File: config.mk
export PLATFORM = sky130hd
export DESIGN_NAME = rom_load_arbiter
export DESIGN_NICKNAME = d
export VERILOG_FILES = /design/src/rtl/rom_load_pkg.sv /design/src/rtl/rom_load_arbiter.sv
export SDC_FILE = /design/constraint.sdc
export NUM_CORES = 1
export LEC_CHECK = 0
export CAP_MARGIN = 30
export CORE_AREA = 2 2 114 116
export CTS_BUF_LIST = sky130_fd_sc_hd__clkbuf_8
export DETAILED_ROUTE_END_ITERATION = 10
export DIE_AREA = 0 0 116 118
export DONT_BUFFER_PORTS = 1
export PLACE_DENSITY = 0.58
export REMOVE_ABC_BUFFERS = 1
export SLEW_MARGIN = 20
export SYNTH_ARGS = -nofsm -noshare
export SYNTH_HDL_FRONTEND = slang
export SYNTH_SLANG_ARGS = --single-unit
File: constraint.sdc
create_clock -name clk_sys -period 1.7 [get_ports clk_sys]
set_input_delay 0.17 -clock clk_sys [delete_from_list [all_inputs] [get_ports clk_sys]]
set_output_delay 0.17 -clock clk_sys [all_outputs]
set_load 0.01 [all_outputs]
File: src/rtl/rom_load_pkg.sv
// rom_load_pkg
//   Shared types and constants for the ROM/cartridge load arbiter.
//   - state_t   : arbiter FSM states
//   - IDX_*     : ioctl download indices that target memory
//   - *_BASE    : memory region base addresses (19-bit memory map)
//   - CART_SLOTS: number of 16 KB cartridge slots
package rom_load_pkg;

   typedef enum logic [1:0] {
      IDLE    = 2'd0,
      RD      = 2'd1,
      RD_DATA = 2'd2,
      WR      = 2'd3
   } state_t;

   localparam logic [7:0]  IDX_ROM    = 8'd0;
   localparam logic [7:0]  IDX_CART   = 8'd1;

   localparam logic [18:0] ROM_BASE   = 19'h00000;
   localparam logic [18:0] CART_BASE  = 19'h40000;

   localparam int          CART_SLOTS = 16;

endpackage

File: src/rtl/rom_load_arbiter.sv
// rom_load_arbiter
//   Shares the single-port ROM/cartridge memory between CPU reads and ioctl
//   download writes. Download bytes are buffered in a one-entry holding
//   register (ioctl_wait while it is full) and written when no CPU read is
//   pending; CPU reads always win. The CPU is held in reset during a ROM or
//   cartridge download and for SETTLE cycles afterwards.
//
// Ports
//   clk_sys, reset_n          : clock, synchronous active-low reset
//   dn_download/dn_wr/dn_addr/dn_data/dn_index : ioctl download interface
//   ioctl_wait                : stall request back to the loader
//   cartridge_select          : active slot for CPU cartridge reads
//   cpu_req/cpu_cart/cpu_addr : CPU read request (pulse, region, offset)
//   cpu_data/cpu_valid        : read data and its valid pulse
//   cpu_hold                  : CPU reset request
//   mem_addr/mem_we/mem_din   : memory port (all registered)
//   mem_dout                  : memory read data, 1-cycle latency
//   cart_loaded               : per-slot "has been written" flags
//   dn_done                   : pulse after dn_download falls
module rom_load_arbiter
   import rom_load_pkg::*;
#(
   parameter int MEM_AW = 19,
   parameter int SETTLE = 16
) (
   input  logic              clk_sys,
   input  logic              reset_n,
   input  logic              dn_download,
   input  logic              dn_wr,
   input  logic [17:0]       dn_addr,
   input  logic [7:0]        dn_data,
   input  logic [7:0]        dn_index,
   output logic              ioctl_wait,
   input  logic [3:0]        cartridge_select,
   input  logic              cpu_req,
   input  logic              cpu_cart,
   input  logic [13:0]       cpu_addr,
   output logic [7:0]        cpu_data,
   output logic              cpu_valid,
   output logic              cpu_hold,
   output logic [MEM_AW-1:0] mem_addr,
   output logic              mem_we,
   output logic [7:0]        mem_din,
   input  logic [7:0]        mem_dout,
   output logic [15:0]       cart_loaded,
   output logic              dn_done
);

   localparam int CNT_W = $clog2(SETTLE + 1);

   state_t              state_reg;

   // one-entry download holding register
   logic                hold_full_reg;
   logic [MEM_AW-1:0]   hold_addr_reg;
   logic [7:0]          hold_data_reg;
   logic                hold_cart_reg;
   logic [3:0]          hold_slot_reg;

   // CPU request that arrived while a write was in progress
   logic                pend_req_reg;
   logic [MEM_AW-1:0]   pend_addr_reg;

   logic [MEM_AW-1:0]   mem_addr_reg;
   logic                mem_we_reg;
   logic [7:0]          mem_din_reg;
   logic                cpu_valid_reg;
   logic [7:0]          cpu_data_reg;
   logic [15:0]         cart_loaded_reg;
   logic [15:0]         cart_set_next;

   logic                dn_download_d_reg;
   logic                dn_done_reg;
   logic                cpu_hold_reg;
   logic [CNT_W-1:0]    settle_cnt_reg;

   logic                idx_rom;
   logic                idx_cart;
   logic                dn_accept;
   logic                hold_active;
   logic [MEM_AW-1:0]   dn_map;
   logic [MEM_AW-1:0]   cpu_map;

   always_comb begin
      idx_rom     = (dn_index == IDX_ROM);
      idx_cart    = (dn_index == IDX_CART);
      // bytes for other indices are simply not captured: no wait, no write
      dn_accept   = dn_wr && !hold_full_reg && (idx_rom || idx_cart);
      hold_active = dn_download && (idx_rom || idx_cart);
      dn_map      = idx_cart ? (MEM_AW'(CART_BASE) | MEM_AW'(dn_addr))
                             : (MEM_AW'(ROM_BASE)  | MEM_AW'(dn_addr[13:0]));
      cpu_map     = cpu_cart ? (MEM_AW'(CART_BASE) | MEM_AW'({cartridge_select, cpu_addr}))
                             : (MEM_AW'(ROM_BASE)  | MEM_AW'(cpu_addr));
   end

   // slot flag set by the write being committed this cycle
   for (genvar gi = 0; gi < CART_SLOTS; gi++) begin : g_slot
      assign cart_set_next[gi] = (state_reg == WR) && hold_cart_reg &&
                                 (hold_slot_reg == 4'(gi));
   end

   always_ff @(posedge clk_sys) begin
      if (!reset_n) begin
         state_reg       <= IDLE;
         hold_full_reg   <= 1'b0;
         hold_addr_reg   <= '0;
         hold_data_reg   <= '0;
         hold_cart_reg   <= 1'b0;
         hold_slot_reg   <= '0;
         pend_req_reg    <= 1'b0;
         pend_addr_reg   <= '0;
         mem_addr_reg    <= '0;
         mem_we_reg      <= 1'b0;
         mem_din_reg     <= '0;
         cpu_valid_reg   <= 1'b0;
         cpu_data_reg    <= '0;
         cart_loaded_reg <= '0;
      end else begin
         mem_we_reg    <= 1'b0;
         cpu_valid_reg <= 1'b0;

         case (state_reg)
            IDLE: begin
               if (cpu_req) begin
                  mem_addr_reg <= cpu_map;
                  state_reg    <= RD;
               end else if (pend_req_reg) begin
                  mem_addr_reg <= pend_addr_reg;
                  pend_req_reg <= 1'b0;
                  state_reg    <= RD;
               end else if (hold_full_reg) begin
                  mem_addr_reg <= hold_addr_reg;
                  mem_din_reg  <= hold_data_reg;
                  mem_we_reg   <= 1'b1;
                  state_reg    <= WR;
               end
            end

            RD: begin
               // memory samples mem_addr this cycle; data appears next cycle
               cpu_valid_reg <= 1'b1;
               state_reg     <= RD_DATA;
            end

            RD_DATA: begin
               cpu_data_reg <= mem_dout;
               if (hold_full_reg && !cpu_req) begin
                  mem_addr_reg <= hold_addr_reg;
                  mem_din_reg  <= hold_data_reg;
                  mem_we_reg   <= 1'b1;
                  state_reg    <= WR;
               end else if (cpu_req) begin
                  mem_addr_reg <= cpu_map;
                  state_reg    <= RD;
               end else begin
                  state_reg    <= IDLE;
               end
            end

            WR: begin
               hold_full_reg   <= 1'b0;
               cart_loaded_reg <= cart_loaded_reg | cart_set_next;
               if (cpu_req) begin
                  pend_req_reg  <= 1'b1;
                  pend_addr_reg <= cpu_map;
               end
               state_reg <= IDLE;
            end

            default: state_reg <= IDLE;
         endcase

         // hold_full_reg is set whenever WR is active, so capture never
         // collides with the clear above
         if (dn_accept) begin
            hold_full_reg <= 1'b1;
            hold_addr_reg <= dn_map;
            hold_data_reg <= dn_data;
            hold_cart_reg <= idx_cart;
            hold_slot_reg <= dn_addr[17:14];
         end
      end
   end

   // Download end detection and CPU hold. The counter is kept loaded while
   // the download is active, so every fall (including after a re-rise)
   // starts a full SETTLE-cycle countdown.
   always_ff @(posedge clk_sys) begin
      if (!reset_n) begin
         dn_download_d_reg <= 1'b0;
         dn_done_reg       <= 1'b0;
         cpu_hold_reg      <= 1'b0;
         settle_cnt_reg    <= '0;
      end else begin
         dn_download_d_reg <= dn_download;
         dn_done_reg       <= dn_download_d_reg && !dn_download;
         if (hold_active) begin
            settle_cnt_reg <= CNT_W'(SETTLE);
            cpu_hold_reg   <= 1'b1;
         end else if (settle_cnt_reg != '0) begin
            settle_cnt_reg <= settle_cnt_reg - CNT_W'(1);
            cpu_hold_reg   <= 1'b1;
         end else begin
            cpu_hold_reg   <= 1'b0;
         end
      end
   end

   // Read data is passed straight from the memory during the valid cycle so
   // it lines up with cpu_valid; the register keeps the last value after.
   assign cpu_data    = cpu_valid_reg ? mem_dout : cpu_data_reg;
   assign cpu_valid   = cpu_valid_reg;
   assign ioctl_wait  = hold_full_reg;
   assign mem_addr    = mem_addr_reg;
   assign mem_we      = mem_we_reg;
   assign mem_din     = mem_din_reg;
   assign cart_loaded = cart_loaded_reg;
   assign cpu_hold    = cpu_hold_reg;
   assign dn_done     = dn_done_reg;

endmodule
# Word level (Yosys, flattened, before mapping)
# Index checks and enable logic that the tools add are counted.
# classes
n_mux,35
addsub,1
n_bitwise,2
n_reduce_logical,39
eq_ne,26
# ops
operator,count
$mux W19,7
$mux W8,5
$pmux W19 S2,1
$eq A4 B4 Y1 const B,8
$logic_and A1 B1 Y1,22
$eq A4 B3 Y1 const B,4
$or A16 B16 Y16,1
$pmux W8 S2,1
$mux W1,12
$mux W5,2
$ne A2 B2 Y1 const B,5
$eq A4 B2 Y1 const B,2
$eq A8 B1 Y1 const B,1
$logic_not A8 Y1,1
$mux W2,4
$pmux W2 S4,1
$reduce_bool A2 Y1,4
$reduce_and A3 Y1,2
$reduce_and A5 Y1,1
$reduce_bool A5 Y1,1
$sub A5 B1 Y5 const B,1
$eq A2 B2 Y1 const B,2
$eq A4 B1 Y1 const B,1
$logic_not A4 Y1,1
10 further kinds,13
# totals
inputBits,66
ff_bits,116

# Depth between registers and ports, before layout
# depth
word_depth,4
mapped_depth,7

# Worst setup path before layout
# OpenSTA, ideal clock, no wires.
# synth_timing
path_kind,register to register
startpoint,register hold_full_reg (netlist: ioctl_wait)
endpoint,register mem_din_reg[0] (netlist: mem_din[0])
slack_ps,301
setup_ps,116
path_buffers,1
period_less_slack_ps,1399
arrival_ps,1283
path_stages_with_launch,6
cell_sequence,dfxtp_1 -> inv_1 -> nor4_1 -> buf_4 -> mux2i_1 -> nor2b_1
# synth_via
elab_chain_cells,3
elab_cells_between_ends,4
cone_classes,2 x eq/ne; 2 x reduce/logical
# synth_rtl
element,line_no,text
from (decl),rom_load_arbiter.sv:54,logic hold_full_reg;
from (signal assigned),rom_load_arbiter.sv:105,hold_full_reg <= 1'b0;
from (signal assigned),rom_load_arbiter.sv:161,hold_full_reg <= 1'b0;
from (signal assigned),rom_load_arbiter.sv:176,hold_full_reg <= 1'b1;
$logic_and A1 B1 Y1,rom_load_arbiter.sv:147,if (hold_full_reg && !cpu_req) begin
$ne A2 B2 Y1 (no line),--,
$reduce_and A5 Y1 (no line) (*),--,
to (signal assigned),rom_load_arbiter.sv:133,mem_din_reg <= hold_data_reg;
to (signal assigned),rom_load_arbiter.sv:149,mem_din_reg <= hold_data_reg;
to (decl),rom_load_arbiter.sv:66,logic [7:0] mem_din_reg;
# Every way passes the cells marked *; elsewhere a longest branch is shown, timed or not.
# A chain may end at the register's enable or synchronous reset.

# Worst setup path in the final report
# layout_timing
startpoint,input cpu_req
endpoint,register mem_addr_reg[15] (netlist: mem_addr[15])
# layout_via
elab_chain_cells,4
elab_cells_between_ends,8
cone_classes,2 x eq/ne; 3 x mux; 3 x reduce/logical
# layout_rtl
element,line_no,text
from (decl),rom_load_arbiter.sv:35,"input logic cpu_req,"
$logic_not A1 Y1,rom_load_arbiter.sv:147,
$logic_and A1 B1 Y1,rom_load_arbiter.sv:147,
$ne A3 B3 Y1 (no line) / $mux W19 (equally long branches),--,
$reduce_and A3 Y1 (no line) / $pmux W19 S2 (equally long branches),--,
to (signal assigned),rom_load_arbiter.sv:132,mem_addr_reg <= hold_addr_reg;
to (signal assigned),rom_load_arbiter.sv:148,mem_addr_reg <= hold_addr_reg;
to (signal assigned),rom_load_arbiter.sv:153,mem_addr_reg <= cpu_map;
to (decl),rom_load_arbiter.sv:64,logic [MEM_AW-1:0] mem_addr_reg;
# Several ways; a longest one is shown, not always the timed one.

==> results_dict.tcl <==
set metrics [dict create \
    synth.most_common_cell "dfxtp_1" \
    wl_per_cell_microns 16.26 \
    postRouteWirelength_microns 12280 \
    ys_top_cells_by_area "dfxtp_1, mux2i_1, nand2_1, nor2b_1, a21boi_0" \
    row_count 41 \
    worstSetupStartpointType "input pin" \
    seq_area_frac_synth_pct 47.53 \
    worst-path-buf-inv 1 \
    cts_buffer_depth 2 \
    finalCritPeriodShare_pct 90.43 \
    grt_pass1_vias 3766 \
    drt_first_pass_iters 4 \
    async_flop_share_pct 0 \
    postLayoutCoreUtil_pct 48.75 \
    synth_common_cells "dfxtp_1, nand2_1, nor2b_1" \
    clock_skew_ns 0.01328 \
    dr.first_iter.drc_count 247 \
    status "completed" \
    cts-root-buf "clkbuf_8" \
    synth_area_leader_cell "dfxtp_1" \
    cp_max_fo 20 \
    fmax_mhz 650.5 \
    power_frac_seq_pct 46.6 \
    syn2layout_area_growth_pct 24.95 \
    yosysUniqueCellTypes 49 \
    critPathRequiredTime_ns 2.03 \
    cellPowerDensity_nw_per_um2 1025 \
    slew_viol_final 0 \
    critical_path_arrival_ns 1.86 \
    wl_met1_microns 5215 \
    antenna_found_initial 0 \
    dp.cells 664 \
    clock_sinks 115 \
    rsz0062_at_grt "false" \
    num-fill-cells 1216 \
    critPathSlowestCell "dlygate4sd3_1" \
    syn_area_sq_um 4843 \
    dr.max_layer_used "met4" \
    synth_edf_count 0 \
    cts_buffers 17 \
    setup_viol 0 \
    worst_slew_pin_slew_ns 0.9704 \
    clk_transition_reported_paths_ns 0.07 \
    ios 122 \
    die_area_sq_um 13690 \
    power_frac_comb_pct 9.6 \
    synth-seq-cells 115 \
    coreArea_sq_um 12410 \
    grt_overflow_total 0 \
    grt_max_degree 110 \
    via_per_inst 5.114 \
    maxSlewHeadroom_pct 35.09 \
    hp-class "input pin to flip-flop" \
    yosys_most_used_dff "dfxtp_1" \
    total_leakage_power_nw 2.336 \
    crit_family "buffers and inverters" \
    finalHoldViolations 0 \
    cts_tree "done" \
    num-nets-final 637 \
    yosysWarnings 0 \
    critPathKind "input pin to flip-flop" \
    clk_latency_ns 0.44 \
    power.switching_mw 1.457 \
    htree_num_levels 4 \
    ir_drop_mv 0.4552 \
    ant_nets 0 \
    track_usage_pct 18.69 \
    power.internal_mw 4.747 \
    cp-end-kind "flip-flop" \
    gp_congestion 0.7251 \
    avgSynthCellArea_sq_um 9.386 \
    die_w_microns 116 \
    holdWs_ns 0.03166 \
    synth_top_area_share_pct 47.53 \
    fin_total_pwr_mw 6.204 \
    wl_met2_microns 5810 \
    final_cells 755 \
    grt_pass1_wl_microns 19670 \
    place.detailed.hpwl_microns 7469 \
    vias 3861 \
    netlist_instances 516 \
    initial_core_util_pct 39.01 \
    die_h_microns 118 \
    drive_above_1_share_pct 11.84 \
    drc_errors 0 \
    swShare_pct 23.48 \
    maxCapViolCount 0 \
    crit_chain "dlygate4sd3_1, a21oi_1, o41a_1" \
    port-buffer-count 0 \
    n_antenna_cell 0 \
    met3_length_microns 1017 \
    max_stage_delay_ns 1.18 \
    period_minus_slack_ns 1.537 \
    clock_power_share_pct 43.8 \
]
layer usage:
metal / vias to the layer above / track usage, %
met4: 0 / 7.664
met1: 1814 / 22.58
met5: - / 0
met3: 17 / 7.364
li1: 1902 / -
met2: 128 / 29.42
worst paths after layout:
check | start | to | slack (ns) | depth (start not counted)
setup / recovery | cpu_req | mem_addr[15] | 0.16 | 3
hold / removal | cpu_cart | mem_addr[15] | 0.03 | 3
setup reg to reg | state_reg[1] | mem_addr[6] | 0.16 | 5
hold reg to reg | hold_addr_reg[14] | hold_addr_reg[14] | 0.46 | 2
area by class of cell:
type | count | area [sq um] | share of cell area, %
multi-input combinational | 357 | 2330 | 38.49
inverter | 5 | 18.77 | 0.3101
sequential | 115 | 2303 | 38.06
timing repair buffer | 74 | 758.2 | 12.53
clock buffer | 19 | 261.5 | 4.321
tap | 172 | 215.2 | 3.556
clock inverter | 13 | 165.2 | 2.729
metrics by stage:
stage / instance area (sq um) / setup slack [ns] / setup TNS (ns)
final: 6052 / 0.1628 / 0
after global routing: 6052 / 0.003667 / 0
after CTS: 6051 / 0.06254 / 0
after detailed placement: 5016 / 0.1618 / 0
after global placement: 5016 / 0.1949 / 0
after floorplan: 4644 / -0.7411 / -12.70
timing repair:
action | 4_1_cts | 5_1_grt
hold buffers | 59 | 0
gates resized for setup | 0 | 1
setup endpoints to repair | 0 | 5
setup buffers | 0 | 0
endpoints found under the hold margin | 115 | 0
power groups by stage:
stage / registers (mW) / clock network (mW) / logic, mW
finish: 2.89 / 2.72 / 0.596
global route: 2.91 / 2.94 / 0.664
CTS: 2.89 / 2.80 / 0.599
detailed placement: 2.95 / 0 / 0.430
global placement: 2.95 / 0 / 0.409
floorplan: 2.93 / 0 / 0.331
cell usage in the layout, fill, tap and decap left out, types with 2 or more instances in the layout:
| cell | Yosys | layout |
|---|---|---|
| o221ai_1 | 14 | 14 |
| or2_2 | 2 | 2 |
| and2_1 | 4 | 4 |
| nand3_1 | 5 | 5 |
| nor3b_1 | 5 | 5 |
| o2bb2ai_1 | 2 | 2 |
| o21ai_0 | 21 | 21 |
| nand2b_4 | 2 | 2 |
| dfxtp_1 | 115 | 114 |
| nor4_2 | 1 | 2 |
| nor3_1 | 4 | 4 |
| nor4_1 | 4 | 3 |
| nand2b_1 | 2 | 2 |
| a21boi_0 | 31 | 31 |
| o21a_1 | 18 | 18 |
| o211a_1 | 2 | 2 |
| nand4b_1 | 2 | 2 |
| a31oi_1 | 16 | 16 |
| nor2b_1 | 38 | 38 |
| and3b_1 | 2 | 2 |
| mux2i_1 | 37 | 37 |
| buf_12 | 0 | 3 |
| o41a_1 | 2 | 2 |
| buf_4 | 3 | 12 |
| or2_0 | 2 | 2 |
| mux2_2 | 8 | 8 |
| a21oi_1 | 9 | 9 |
| nand2_1 | 89 | 89 |
| a21boi_1 | 2 | 2 |
| nor2_1 | 17 | 17 |
| bufinv_16 | 0 | 4 |
| clkinv_2 | 0 | 6 |
| dlygate4sd3_1 | 0 | 58 |
| inv_1 | 5 | 7 |
| clkbuf_8 | 0 | 19 |
tightest hold or removal path: cells and delay by family:
| kind | cells | cell delay (ns) |
|---|---|---|
| AO/OA/AOI/OAI | 1 | 0.13 |
| AND/OR/NAND/NOR | 2 | 0.14 |
kinds of logic (layout without fill, tap and decap cells):
family | count (synthesis) | count (layout) | share of synthesized area [%]
AOI/OAI and AO/OA | 122 | 122 | 18.24
xor gates and xnor gates | 1 | 1 | 0.1809
adders and majority gates | 1 | 1 | 0.2583
buffers and inverters | 44 | 111 | 4.495
DFF | 115 | 115 | 47.53
muxes | 45 | 45 | 9.507
and+or+nand+nor | 188 | 188 | 19.79
Note: power is estimated with default switching activity, not from simulation.
